### config.mk
export PLATFORM = sky130hd
export DESIGN_NAME = bsg_down_channel_rx_flat
export DESIGN_NICKNAME = d
export VERILOG_FILES = /design/src/rtl/bsg_down_pkg.sv /design/src/rtl/bsg_down_channel_rx_if.sv /design/src/rtl/bsg_down_fifo.sv /design/src/rtl/bsg_down_channel_rx.sv /design/src/flat_wrapper.sv
export SDC_FILE = /design/constraint.sdc
export NUM_CORES = 1
export LEC_CHECK = 0
export BUFFER_PORTS_ARGS = -buffer_cell sky130_fd_sc_hd__buf_2
export CAP_MARGIN = 20
export CORE_MARGIN = 2
export CORE_UTILIZATION = 45
export DETAILED_ROUTE_END_ITERATION = 7
export GPL_ROUTABILITY_DRIVEN = 0
export GPL_TIMING_DRIVEN = 0
export PLACE_DENSITY = 0.72
export SETUP_SLACK_MARGIN = 0.05
export SYNTH_ARGS = -nofsm -noshare
export SYNTH_HDL_FRONTEND = slang
export SYNTH_SLANG_ARGS = --single-unit
### constraint.sdc
create_clock -name clk -period 7.74 [get_ports clk]
set_input_delay 1.548 -clock clk [delete_from_list [all_inputs] [get_ports clk]]
set_output_delay 1.548 -clock clk [all_outputs]
set_load 0.02 [all_outputs]
### src/rtl/bsg_down_pkg.sv
// Shared definitions for the downstream channel receiver: default parameters
// and width helpers used by the top level, the FIFO and the bus interface.
package bsg_down_pkg;

    localparam int DEF_IO_W        = 16;
    localparam int DEF_RATIO       = 2;
    localparam int DEF_DEPTH       = 64;
    localparam int DEF_TOKEN_BATCH = 4;
    localparam int DEF_CORE_W      = DEF_IO_W * DEF_RATIO;

    // One extra bit above the index so that full and empty stay distinguishable.
    function automatic int ptr_w(input int depth);
        return $clog2(depth) + 1;
    endfunction

    function automatic int core_w(input int io_w, input int ratio);
        return io_w * ratio;
    endfunction

endpackage

### src/rtl/bsg_down_channel_rx_if.sv
// Link-side and core-side signals of the downstream channel receiver.
interface bsg_down_channel_rx_if
    import bsg_down_pkg::*;
#(
    parameter int IO_W   = DEF_IO_W,
    parameter int CORE_W = DEF_CORE_W
);
    logic              io_valid_in;
    logic [IO_W-1:0]   io_data_in;
    logic              io_token_out;
    logic              core_valid_out;
    logic [CORE_W-1:0] core_data_out;
    logic              core_ready;
    logic              overflow;

    modport master (
        output io_valid_in, io_data_in, core_ready,
        input  io_token_out, core_valid_out, core_data_out, overflow
    );

    modport slave (
        input  io_valid_in, io_data_in, core_ready,
        output io_token_out, core_valid_out, core_data_out, overflow
    );
endinterface

### src/rtl/bsg_down_fifo.sv
// Circular beat buffer with wrap-bit pointers; drops beats when full and
// records the drop in a sticky overflow flag.
module bsg_down_fifo
    import bsg_down_pkg::*;
#(
    parameter int  WIDTH = DEF_IO_W,
    parameter int  DEPTH = DEF_DEPTH,
    localparam int PW    = ptr_w(DEPTH)
) (
    input  logic             clk,
    input  logic             rst,
    input  logic             push_req,
    input  logic [WIDTH-1:0] wdata,
    input  logic             pop,
    output logic [WIDTH-1:0] rdata,
    output logic [PW-1:0]    count,
    output logic             overflow
);

    logic [WIDTH-1:0] mem [DEPTH];
    logic [PW-1:0]    wptr;
    logic [PW-1:0]    rptr;
    logic             full;
    logic             push;

    assign count = wptr - rptr;
    assign full  = (count == PW'(DEPTH));
    assign push  = push_req && !full;
    assign rdata = mem[rptr[PW-2:0]];

    always_ff @(posedge clk) begin
        if (rst) begin
            wptr     <= '0;
            rptr     <= '0;
            overflow <= 1'b0;
        end else begin
            if (push) wptr <= wptr + PW'(1);
            if (pop)  rptr <= rptr + PW'(1);
            // Full is judged on registered state, so a same-cycle pop does not make room.
            if (push_req && full) overflow <= 1'b1;
        end
    end

    always_ff @(posedge clk) begin
        if (push) mem[wptr[PW-2:0]] <= wdata;
    end

endmodule

### src/rtl/bsg_down_channel_rx.sv
// Downstream channel receiver: buffers link beats, packs RATIO of them into a
// core word behind a valid/ready register, and returns batched credit tokens.
module bsg_down_channel_rx
    import bsg_down_pkg::*;
#(
    parameter int IO_W        = DEF_IO_W,
    parameter int RATIO       = DEF_RATIO,
    parameter int DEPTH       = DEF_DEPTH,
    parameter int TOKEN_BATCH = DEF_TOKEN_BATCH
) (
    input  logic                  clk,
    input  logic                  rst,
    bsg_down_channel_rx_if.slave  bus
);

    localparam int CORE_W = core_w(IO_W, RATIO);
    localparam int PW     = ptr_w(DEPTH);
    localparam int LW     = (RATIO > 1) ? $clog2(RATIO) : 1;
    localparam int FW     = $clog2(TOKEN_BATCH + 1);

    logic [IO_W-1:0]   rdata;
    logic [PW-1:0]     occupancy;
    logic              empty;
    logic              pop;
    logic              lane_last;
    logic              out_free;
    logic [LW-1:0]     lane;
    logic [CORE_W-1:0] asm_q;
    logic [CORE_W-1:0] word_next;
    logic              core_valid_q;
    logic [CORE_W-1:0] core_data_q;
    logic              token_q;
    logic [FW-1:0]     freed_cnt;

    bsg_down_fifo #(
        .WIDTH (IO_W),
        .DEPTH (DEPTH)
    ) u_fifo (
        .clk      (clk),
        .rst      (rst),
        .push_req (bus.io_valid_in),
        .wdata    (bus.io_data_in),
        .pop      (pop),
        .rdata    (rdata),
        .count    (occupancy),
        .overflow (bus.overflow)
    );

    assign empty     = (occupancy == '0);
    assign lane_last = (lane == LW'(RATIO - 1));
    assign out_free  = !core_valid_q || bus.core_ready;
    // Lower lanes keep filling under backpressure; only the completing pop waits.
    assign pop       = !empty && (!lane_last || out_free);

    always_comb begin
        word_next = asm_q;
        for (int k = 0; k < RATIO; k++) begin
            if (lane == LW'(k)) word_next[k*IO_W +: IO_W] = rdata;
        end
    end

    always_ff @(posedge clk) begin
        if (pop) asm_q <= word_next;
    end

    always_ff @(posedge clk) begin
        if (rst) begin
            lane         <= '0;
            core_valid_q <= 1'b0;
            core_data_q  <= '0;
            token_q      <= 1'b0;
            freed_cnt    <= '0;
        end else begin
            token_q <= 1'b0;
            if (pop) lane <= lane_last ? '0 : lane + LW'(1);

            if (pop && lane_last) begin
                core_data_q  <= word_next;
                core_valid_q <= 1'b1;
            end else if (bus.core_ready) begin
                core_valid_q <= 1'b0;
            end

            if (pop) begin
                if (freed_cnt == FW'(TOKEN_BATCH - 1)) begin
                    freed_cnt <= '0;
                    token_q   <= 1'b1;
                end else begin
                    freed_cnt <= freed_cnt + FW'(1);
                end
            end
        end
    end

    assign bus.core_valid_out = core_valid_q;
    assign bus.core_data_out  = core_data_q;
    assign bus.io_token_out   = token_q;

endmodule

### src/flat_wrapper.sv
// flat-port wrapper written by rule: the top's interface ports become plain ports
module bsg_down_channel_rx_flat import bsg_down_pkg::*;
#(
    parameter int IO_W        = DEF_IO_W,
    parameter int RATIO       = DEF_RATIO,
    parameter int DEPTH       = DEF_DEPTH,
    parameter int TOKEN_BATCH = DEF_TOKEN_BATCH
)
  (clk, rst, bus_io_valid_in, bus_io_data_in, bus_core_ready, bus_io_token_out, bus_core_valid_out, bus_core_data_out, bus_overflow);
  bsg_down_channel_rx_if #(.IO_W(IO_W), .CORE_W(32)) bus_i ();
  input  logic clk;
  input  logic rst;
  input wire logic [$bits(bus_i.io_valid_in)-1:0] bus_io_valid_in;
  input wire logic [$bits(bus_i.io_data_in)-1:0] bus_io_data_in;
  input wire logic [$bits(bus_i.core_ready)-1:0] bus_core_ready;
  output wire logic [$bits(bus_i.io_token_out)-1:0] bus_io_token_out;
  output wire logic [$bits(bus_i.core_valid_out)-1:0] bus_core_valid_out;
  output wire logic [$bits(bus_i.core_data_out)-1:0] bus_core_data_out;
  output wire logic [$bits(bus_i.overflow)-1:0] bus_overflow;
  assign bus_i.io_valid_in = bus_io_valid_in;
  assign bus_i.io_data_in = bus_io_data_in;
  assign bus_i.core_ready = bus_core_ready;
  assign bus_io_token_out = bus_i.io_token_out;
  assign bus_core_valid_out = bus_i.core_valid_out;
  assign bus_core_data_out = bus_i.core_data_out;
  assign bus_overflow = bus_i.overflow;
  bsg_down_channel_rx #(.IO_W(IO_W), .RATIO(RATIO), .DEPTH(DEPTH), .TOKEN_BATCH(TOKEN_BATCH)) u_core (.clk(clk), .rst(rst), .bus(bus_i));
endmodule
==> qor.yml, run 1 <==
outcome: "completed"
synth_cells: 1977
fill_cells: 6972
track_usage: 0.2060
synth_area_um2: 41980
cts_tree: "built"
start_kind: "flip-flop"
max_freq_mhz: 216.4
fin_ws_ns: 3.119
synthMuxAreaShare: 0.1525
die-area_um2: 95750
skew_ns: 0.02939
power.leakage_nw: 15.10
via_per_inst: 5.977
num_io_pins: 55
setup_tns_ns: 0
powerDensity_nw_per_um2: 315.4
r2r_end: "u_core.u_fifo.mem[16][6]$_DFFE_PP_"
avgRoutedWirePerCell_um: 27.76
drv_cap: 0
dpl_worst_slack_ns: 3.248
clk_pin_slew_ns: 0.06
grt_overflow: 0
hp-start: "u_core.freed_cnt[2]$_SDFFE_PP0N_"
coreArea_um2: 92910
r2r_start: "u_core.u_fifo.rptr[2]$_SDFFE_PP0N_"
cts_buffers: 103
min_path_cells: 2
drc: 0
p_int_mw: 11.02
cts_buffer_depth: 3
r2r_setup_slack_ns: 3.12
nNetsFinal: 2230
power_frac_seq: 0.447
multi_input_area_um2: 9099
antenna_found_initial: 5
placed_cells: 3343
wl_um: 98330
initial_core_util: 0.4519
utilization: 0.5210
hp-class: "flip-flop to flip-flop"
row_count: 112
async_flop_share: 0
vias: 21170
synth_top_family_by_area: "multiplexers"
ys_seq_elements: 1099
drtIter0Drc: 3034
hold_viol: 0
yosys_warnings: 0
crit_required_ns: 8.03
reg2reg_depth: 11
crit_type: "flip-flop to flip-flop"
ys.flop_type: "edfxtp_1"
cts_hold_buffers: 0
io_buffers: 54
p_sw_mw: 4.246
crit_arrival_ns: 4.91
synth-simple-area-share: 0.02191
clk_latency_ns: 0.68
p_comb_frac: 0.225
synth_adder_area_share: 0.002682
cp_cell_sequence: "inv_1, ha_1, or2_2, o31a_1, a311o_1, xnor2_1, o31a_1, buf_2, nand3_1, buf_2, nor2_2"
dp_hpwl_um: 64210
final_cells: 3542
root_buffer: "clkbuf_16"
timing.critical_path.fanout_max: 16
yosysSeqAreaShare: 0.7720
total_power_mw: 15.27
pwr-share-clk: 0.328
slew_headroom: 0.2178
syn_nets: 2006
drive_above_1_share: 0.2865
hold_end: "u_core.freed_cnt[2]$_SDFFE_PP0N_"
grt_pass1_wl_um: 143100
setup_viol: 0
synth_xor_area_frac: 0.001252
htreeDepth: 3
grt_pass1_vias: 21160
die_w_um: 309.4
max_stage_delay_ns: 0.84
cts_resized: 0
synth-compound-area-share: 0.03454
irDropWorstVdd_v: 0.0002301
endpoint_kind: "flip-flop"
post-cts-setup-buffer-count: 0
die_y_um: 309.4
max_slew.worst_pin.slew_ns: 1.169
grt_max_degree: 65
drt_first_pass_iters: 6
ys_types: 44
synth_edf_count: 1040
postRouteAntennaNets: 0
cp_top_family: "simple AND/OR/NAND/NOR gates"
area_growth_pct: 15.31
min_period_over_period: 0.5970
path_buf_inv: 3
rsz0062_at_grt: "false"
period_needed_ns: 4.621
avgSynthCellArea_um2: 21.23
slew_violations: 0
clock_sinks: 1099
crit_path_top_delay_cell: "nor2_2"
final-seq-area_um2: 32410
p_sw_frac: 0.2781
## synthesized netlist by cell type, drive strengths merged, types with 3 or more instances
cell | number | area share
a211oi | 3 | 0.00054
a21o | 5 | 0.00089
a21oi | 70 | 0.0083
a22oi | 121 | 0.022
and3 | 3 | 0.00045
buf | 48 | 0.0076
clkbuf | 67 | 0.0060
dfxtp | 59 | 0.028
edfxtp | 1040 | 0.74
ha | 9 | 0.0027
inv | 16 | 0.0014
mux2 | 18 | 0.0048
mux2i | 39 | 0.0093
mux4 | 258 | 0.14
nand2 | 16 | 0.0014
nand2b | 7 | 0.0010
nand3 | 15 | 0.0018
nand4 | 3 | 0.00045
nor2 | 120 | 0.011
nor2b | 10 | 0.0015
o21ai | 3 | 0.00036
or2 | 3 | 0.00045
or4 | 15 | 0.0027
xnor2 | 5 | 0.0010
## power groups by stage
stage / logic, mW / clock network [mW] / registers (mW)
global route: 3.62 / 5.28 / 6.84
CTS: 3.41 / 5.06 / 6.83
finish: 3.43 / 5.01 / 6.83
floorplan: 2.21 / 0 / 7.01
global placement: 3.30 / 0 / 6.95
detailed placement: 3.39 / 0 / 6.96
## logic make-up after synthesis
group	count (synthesis)
AOI/OAI and AO/OA	216
muxes	315
and+or+nand+nor	201
xor gates and xnor gates	6
adders and majority gates	9
DFF	1099
buffers and inverters	131
## worst max path at each step
stage                                            start                                   to  slack, ns  cells past startpoint
floorplan           u_core.u_fifo.rptr[2]$_SDFFE_PP0N_   u_core.u_fifo.mem[30][0]$_DFFE_PP_       4.17                     11
global placement    u_core.u_fifo.rptr[2]$_SDFFE_PP0N_   u_core.u_fifo.mem[41][7]$_DFFE_PP_       2.85                     11
detailed placement  u_core.u_fifo.rptr[2]$_SDFFE_PP0N_   u_core.u_fifo.mem[16][6]$_DFFE_PP_       3.25                     11
CTS                 u_core.u_fifo.rptr[2]$_SDFFE_PP0N_   u_core.u_fifo.mem[16][6]$_DFFE_PP_       3.16                     11
global route        u_core.u_fifo.rptr[2]$_SDFFE_PP0N_  u_core.u_fifo.mem[30][10]$_DFFE_PP_       2.97                     11
finish              u_core.u_fifo.rptr[2]$_SDFFE_PP0N_   u_core.u_fifo.mem[16][6]$_DFFE_PP_       3.12                     11
## flip-flops by register name (all words and copies together) (netlist names), named ones only
signal and cells:
u_core.asm_q 16, u_core.bus.core_data_out 32, u_core.bus.core_valid_out 1, u_core.bus.io_token_out 1, u_core.freed_cnt 3, u_core.lane 1
u_core.u_fifo.mem 1024, u_core.u_fifo.overflow 1, u_core.u_fifo.rptr 7, u_core.u_fifo.wptr 7
## cells in the final DEF, fill, tap and decap left out, drive strengths merged, types with 4 or more instances in the layout
master / n
a21oi: 70
nor2b: 10
bufinv: 11
mux2i: 39
clkinv: 51
clkinvlp: 4
a21o: 5
mux4: 258
dfxtp: 59
mux2: 18
buf: 167
a22oi: 121
or4: 15
edfxtp: 1040
inv: 20
xnor2: 5
ha: 9
nand2: 16
clkbuf: 187
nand3: 15
nor2: 120
nand2b: 7
## per-layer routing
metal  global-route usage  vias up  share of wire
met1               0.2775    11060           0.38
met3              0.04604      204          0.095
met4              0.07801        4          0.038
met5                    0        -        0.00023
met2               0.3303     1181           0.48
li1                     -     8722              -
## layout make-up
type / instances / share of cell area
well taps: 1254 / 0.03241
clock buffers: 120 / 0.05500
diodes: 2 / 0.0001034
inverters: 16 / 0.001241
clock inverters: 70 / 0.01442
multi-input cells: 747 / 0.1880
repair buffers: 119 / 0.02750
plain buffers: 115 / 0.01181
flip-flops and latches: 1099 / 0.6695
## tightest hold or removal path, delay by kind of cell, from the launching register on
family	cells	cell delay [ns]
AO/OA/AOI/OAI	1	0.05
buffers and inverters	1	0.08
flip-flops	1	0.30
## stage by stage
step | hold WS [ns] | area (um^2)
2_1_floorplan | 0.4374 | 41980
3_3_place_gp | 0.4586 | 43820
3_5_place_dp | 0.4632 | 44900
4_1_cts | 0.4733 | 48260
5_1_grt | 0.4973 | 48400
6_report | 0.4691 | 48410
Power figures use the tool's default switching activity.
==> inputs of run 2 (changes only) <==
ABC_AREA = 1   (was default)
clock period = 4.84 ns   (was 7.74 ns; I/O delays follow)
==> run 2 against run 1 <==
  * The flow now finishes with violations (design-rule violations)
  * Flip-flop and latch count unchanged
  * Final cell count grew 57%
  * Clock skew fell by 0.0083 ns
  * Critical path depth up 4
  * Die area is 6.8% higher
  * Largest power group unchanged
==> qor.yml, run 2 <==
clock_sinks: 1099
cts_buffers: 105
yosysTopAreaCell: "edfxtp_1"
syn_nets: 4004
slew_violations: 0
initial_core_util: 0.4551
crit_required_ns: 5.21
crit_type: "flip-flop to flip-flop"
dp_hpwl_um: 93170
root_buffer: "clkbuf_16"
irDropWorstVdd_v: 0.0003200
post-cts-setup-buffer-count: 0
ys.flop_type: "edfxtp_1"
vias: 32340
nNetsFinal: 4227
fin_ws_ns: 1.046
setup_viol: 0
drc: 25
htreeDepth: 3
coreArea_um2: 98560
holdWs_ns: 0.4584
layout_commonest_cell: "nand2_1"
placed_cells: 5378
postRouteAntennaNets: 0
synth_cells: 3975
antenna_found_initial: 2
cts_hold_buffers: 0
drive_above_1_share: 0.1175
num_io_pins: 55
synth_top_area_frac: 0.6962
max_freq_mhz: 263.6
largest_reg_flops: 1024
skew_ns: 0.02110
row_count: 115
violations: "design-rule violations"
fill_cells: 8107
grt_pass1_vias: 30120
synth_area_um2: 44860
setup_tns_ns: 0
area_growth_pct: 14.48
rsz0062_at_grt: "false"
grt_overflow: 0
clk_pin_slew_ns: 0.06
drt_first_pass_iters: 8
powerDensity_nw_per_um2: 481.1
grt_max_degree: 65
hp-class: "flip-flop to flip-flop"
synth_edf_count: 1040
yosys_warnings: 0
clk_latency_ns: 0.68
final_cells: 5576
final_area_um2: 51350
crit_arrival_ns: 4.17
hold_viol: 0
ys_types: 31
outcome: "finished with violations"
io_buffers: 54
period_needed_ns: 3.794
die-area_um2: 102200
power.leakage_nw: 18.98
netlist_top_cells_count: "1,460 x nand2_1, 1,040 x edfxtp_1, 888 x nand3_1"
dpl_worst_slack_ns: 1.155
via_per_inst: 5.799
track_usage: 0.2678
grt_pass1_wl_um: 198400
cts_tree: "built"
placed_cell_area_um2: 47980
max_slew.worst_pin.slew_ns: 1.207
ys_seq_elements: 1099
async_flop_share: 0
avgSynthCellArea_um2: 11.29
timing.critical_path.fanout_max: 10
cts_resized: 0
avgRoutedWirePerCell_um: 24.95
start_kind: "flip-flop"
diodes: 0
drv_cap: 0
yosysSeqAreaShare: 0.7225
cts_buffer_depth: 3
min_period_over_period: 0.7838
die_y_um: 319.7
final_cell_mix: "1,460 x nand2_1, 1,040 x edfxtp_1, 888 x nand3_1, 178 x buf_2, 106 x clkbuf_16"
wl_um: 139100
total_power_mw: 24.71
utilization: 0.5210
yosysMostFrequentCell: "nand2_1"
netlist_top_cells_area: "edfxtp_1 70%, nand2_1 12%, nand3_1 9.9%"
drtIter0Drc: 4920
die_w_um: 319.7
endpoint_kind: "flip-flop"
slew_headroom: 0.1951
==> run 2: final timing paths <==
check	startpoint	end	cells past startpoint	slack [ns]
hold / removal	u_core.freed_cnt[2]$_SDFFE_PP0N_	u_core.freed_cnt[2]$_SDFFE_PP0N_	2	0.46
setup / recovery	u_core.u_fifo.wptr[0]$_SDFFE_PP0P_	u_core.u_fifo.mem[14][2]$_DFFE_PP_	15	1.05
setup reg to reg	u_core.u_fifo.wptr[0]$_SDFFE_PP0P_	u_core.u_fifo.mem[14][2]$_DFFE_PP_	15	1.05
hold reg to reg	u_core.freed_cnt[2]$_SDFFE_PP0N_	u_core.freed_cnt[2]$_SDFFE_PP0N_	2	0.46
==> run 2: where the power goes <==
group          switching (mW)  internal, mW
clock network            3.58          4.55
logic                    4.39          1.45
registers               0.111          10.6
==> run 2: layout make-up <==
class	instances	area [um^2]	area share
plain buffers	240	1172	0.02283
well taps	1287	1610	0.03136
repair buffers	116	1361	0.02651
clock buffers	124	2720	0.05297
inverters	71	270.3	0.005263
clock inverters	74	650.6	0.01267
multi-input cells	2565	11160	0.2173
flip-flops and latches	1099	32410	0.6311
==> run 2: critical path: stages, from the launching register on <==
cell,delay [ns]
dfxtp_1,0.47
inv_1,0.21
ha_1,0.24
inv_1,0.07
nand2_1,0.07
nand2_1,0.11
nand2_1,0.08
nand3_1,0.07
nand2_1,0.05
nand2_1,0.11
nand3b_4,0.22
nand2_4,0.11
inv_4,0.15
nand3_2,0.45
nor2_1,0.83
buf_6,0.26
==> run 2: kinds of logic (layout without fill, tap and decap cells) <==
group,count (synthesis),in the layout,share of synthesized area
compound gates,23,23,0.002706
xor+xnor,11,11,0.002148
fa+ha+maj,9,9,0.002510
buf+inv,311,625,0.03216
flops,1099,1099,0.7225
simple gates,2522,2522,0.2380
==> run 2: layer usage <==
| layer | track usage | vias up | part of all wire |
|---|---|---|---|
| met5 | 0 | - | 0.000079 |
| met4 | 0.1472 | 2 | 0.060 |
| met3 | 0.07257 | 428 | 0.14 |
| met2 | 0.4104 | 2315 | 0.44 |
| met1 | 0.3469 | 15380 | 0.35 |
| li1 | - | 14210 | - |
